===== src/rtl/moore_counter_n.sv =====
// rtl/moore_counter_n.sv - modulo-N up/down Moore counter with load, terminal count and wrap pulse
// Optional edge-triggered counting when MOORE_EDGE_EN is defined.
module moore_counter_n #(
    parameter int WIDTH  = 4,
    parameter int MODULO = 16
) (
    input  logic             clk,
    input  logic             rst,
    input  logic             x_in,
    input  logic             en,
    input  logic             dir,
    input  logic             load,
    input  logic [WIDTH-1:0] load_val,
    output logic [WIDTH-1:0] state,
    output logic [WIDTH-1:0] next_state,
    output logic             tc,
    output logic             wrap
);

    // MODULO may equal 2^WIDTH, so the modulus itself needs one extra bit.
    localparam logic [WIDTH:0]   MOD_W = (WIDTH+1)'(MODULO);
    localparam logic [WIDTH-1:0] TOP   = WIDTH'(MODULO - 1);
    localparam logic [WIDTH-1:0] ZERO  = '0;
    localparam logic [WIDTH-1:0] ONE   = WIDTH'(1);

    logic cnt;
    logic wrap_next;

`ifdef MOORE_EDGE_EN
    logic x_q;

    always_ff @(posedge clk) begin
        if (rst) begin
            x_q <= 1'b0;
        end else begin
            x_q <= x_in;
        end
    end

    assign cnt = en && x_in && !x_q;
`else
    assign cnt = en && x_in;
`endif

    always_comb begin
        next_state = state;
        wrap_next  = 1'b0;
        if (rst) begin
            next_state = ZERO;
        end else if (load) begin
            next_state = ({1'b0, load_val} < MOD_W) ? load_val : TOP;
        end else if (cnt) begin
            if (!dir) begin
                if (state == TOP) begin
                    next_state = ZERO;
                    wrap_next  = 1'b1;
                end else begin
                    next_state = state + ONE;
                end
            end else begin
                if (state == ZERO) begin
                    next_state = TOP;
                    wrap_next  = 1'b1;
                end else begin
                    next_state = state - ONE;
                end
            end
        end
    end

    always_ff @(posedge clk) begin
        if (rst) begin
            state <= ZERO;
            wrap  <= 1'b0;
        end else begin
            state <= next_state;
            wrap  <= wrap_next;
        end
    end

    assign tc = (state == TOP);

endmodule


===== config.mk =====
export PLATFORM = sky130hd
export DESIGN_NAME = moore_counter_n
export DESIGN_NICKNAME = d
export VERILOG_FILES = /design/src/rtl/moore_counter_n.sv
export SDC_FILE = /design/constraint.sdc
export NUM_CORES = 1
export LEC_CHECK = 0
export ABC_AREA = 1
export CORE_AREA = 2 2 39 41
export DETAILED_ROUTE_END_ITERATION = 16
export DIE_AREA = 0 0 41 43
export PLACE_DENSITY = 0.65
export SLEW_MARGIN = 20
export SYNTH_ARGS = -nofsm -noshare
export SYNTH_HDL_FRONTEND = slang
export SYNTH_SLANG_ARGS = --single-unit

===== constraint.sdc =====
create_clock -name clk -period 1.45 [get_ports clk]
set_clock_uncertainty 0.15 [all_clocks]
set_input_delay 0.2175 -clock clk [delete_from_list [all_inputs] [get_ports clk]]
set_output_delay 0.2175 -clock clk [all_outputs]
set_load 0.03 [all_outputs]

==> impl_metrics.ini <==
[logic_synthesis]
ys_types = 16
ys_top_cells_by_area = dfxtp_1 25%, a21oi_1 13%, nand2_1 11%
ys_ff_latch = 5
yosys.area_share.simple = 0.319
synth_xor_area_frac = 0.0219
postSynthCellCount = 64
syn-cell-area_um2 = 400
avgSynthCellArea_um2 = 6.26
ys_warn_count = 0
synthAdderAreaFrac = 0.0625
yosysTopAreaCell = dfxtp_1
synth_compound_area_frac = 0.206
muxShareOfSynthArea = 0
syn_nets = 76
synth_top_family_by_area = simple AND/OR/NAND/NOR gates
seq_area_frac_synth = 0.250
yosysTopAreaCellShare = 0.250

[routing]
firstDrtPassIters = 4
via_per_inst = 4.52
routed_wl_mm = 1.30
avgRoutedWirePerCell_um = 10.5
num_vias = 560
drt_iter0_markers = 7
post-route-drc-count = 0
ant_nets = 0

[timing]
fin_ws_ps = -421
finalHoldWorstSlack_ps = 342
min_period_ps = 1870
fin_crit_sh = 1.29
hold_violations = 0
grt_setup_unrepaired = true
slew-limit-headroom = 0.798
worst_slew_pin_slew_ps = 303
max_freq_mhz = 534
setup-violations-final = 7
maxSlewViolCount = 0

[status]
status = complete, but fails checks
violations = negative setup slack

[final_layout]
finalCoreUtilization = 0.659
antenna_cells = 0
layout_common_cells = 20 x buf_4, 10 x buf_6, 9 x nand2_1
fin_cells = 124
finalNetCount = 121
area_growth_pct = 128
final_common_cell = buf_4
drive_gt1_frac = 0.546
design_area_um2 = 912

[placed_design]
place_area_um2 = 759
io_buffers = 19
place_inst = 113
dp_hpwl_um = 902
gp_congestion = 0.754

[floorplan]
die_width_um = 41
num_rows = 14
start_util = 0.289
die_area_um2 = 1760
core_area_um2 = 1380
die_h_um = 43
boundaryPins = 20

[setup_path]
critPathCaptureType = output port
reg2reg_depth = 12
critical_path_class = reg2out
worstSetupStartpointType = register
crit_arrival_ps = 1500
worst_ep_required_time_ps = 1080
worstPathMaxFanout = 4

[clock_tree]
cts.sinks = 5
clk_path_buf_depth = 2
htree_levels = 1
cts_tree = built
clkLatencyLatePin_ps = 240
cts_buffers = 3
clk_pin_slew_ps = 40
clockRootBuffer = clkbuf_4

[global_routing]
grt_start_max_net_pins = 8
gr-total-overflow = 0
grt_pass1_wl_mm = 2.05
grt_use_total = 0.167
antenna_found_initial = 0
grt_pass1_vias = 520

[pwr]
leakage_uw = 0.000431
seq_power_share = 0.266
intPower_uw = 407
combPwrFrac = 0.474
power_switching_share = 0.349
p_per_area_nw_per_um2 = 686
ir_worst_vdd_mv = 0.429
switching_power_uw = 218
clock_power_share = 0.261

[job]
maxCapViolations = 0

[hold_path]
min_path_type = in2reg
holdPathStages = 4
-- power by group through the flow --
stage / clock (uW) / sequential [uW] / combinational, uW
floorplan: 0 / 182 / 119
CTS: 165 / 166 / 279
detailed placement: 0 / 167 / 242
global route: 170 / 168 / 322
global placement: 0 / 167 / 240
finish: 163 / 166 / 296
-- kinds of logic after synthesis --
kind of cell / Yosys count
simple gates: 27
compound gates: 16
fa+ha+maj: 2
xor+xnor: 1
buf+inv: 13
flops: 5
-- critical path, cell delays in order, from the launching register on --
cell and delay [ps]:
dfxtp_4 360, inv_4 60, ha_4 130, inv_4 40, nor3_4 130, nand2_2 80, o21ai_1 90, nand2_1 110
a21oi_4 130, buf_6 140
-- through the flow --
| stage | power (uW) | worst slack, ps | TNS, ps |
|---|---|---|---|
| floorplan | 302 | -152 | -454 |
| detailed placement | 409 | -407 | -1770 |
| global route | 660 | -514 | -2630 |
| finish | 626 | -421 | -2060 |
| CTS | 610 | -420 | -2050 |
| global placement | 407 | -381 | -1670 |
-- layer usage --
layer	global-route usage	routed length, um	vias up
met5	0	0	-
met1	0.204	550	243
met2	0.275	686	17
li1	-	-	298
met4	0.0600	14	0
met3	0.0314	53	2
-- Yosys cell counts, drive strengths merged --
cell type	count
ha	2
nand2	12
o211ai	1
nor3	1
nand3	7
inv	12
a21oi	10
o21ai	5
buf	1
xor2	1
dfxtp	5
nand4	1
nor2	6
-- sequential cells by signal, summed over array words and instances, names as in the netlist --
signal  cells
wrap        1
state       4
-- final timing paths --
check | to | start | slack [ps]
max | next_state[0] | state[0] | -420
max reg2reg | wrap | state[0] | -330
min reg2reg | wrap | state[3] | 500
min | wrap | dir | 340
-- layout make-up --
class,count,area [um^2]
clock buffers,4,26.3
fillers,104,472
inverters,12,50.0
multi-input cells,46,330
flip-flops and latches,5,110
well taps,16,20.0
repair buffers,41,375
-- what timing repair did --
item / 4_1_cts / 5_1_grt
setup buffers: 7 / 6
pin swaps: 9 / 6
endpoints found under the setup margin: 7 / 9
resized for setup: 15 / 10
hold buffers: 0 / 0
cloned: 0 / 0
(Power assumes the default switching activity.)
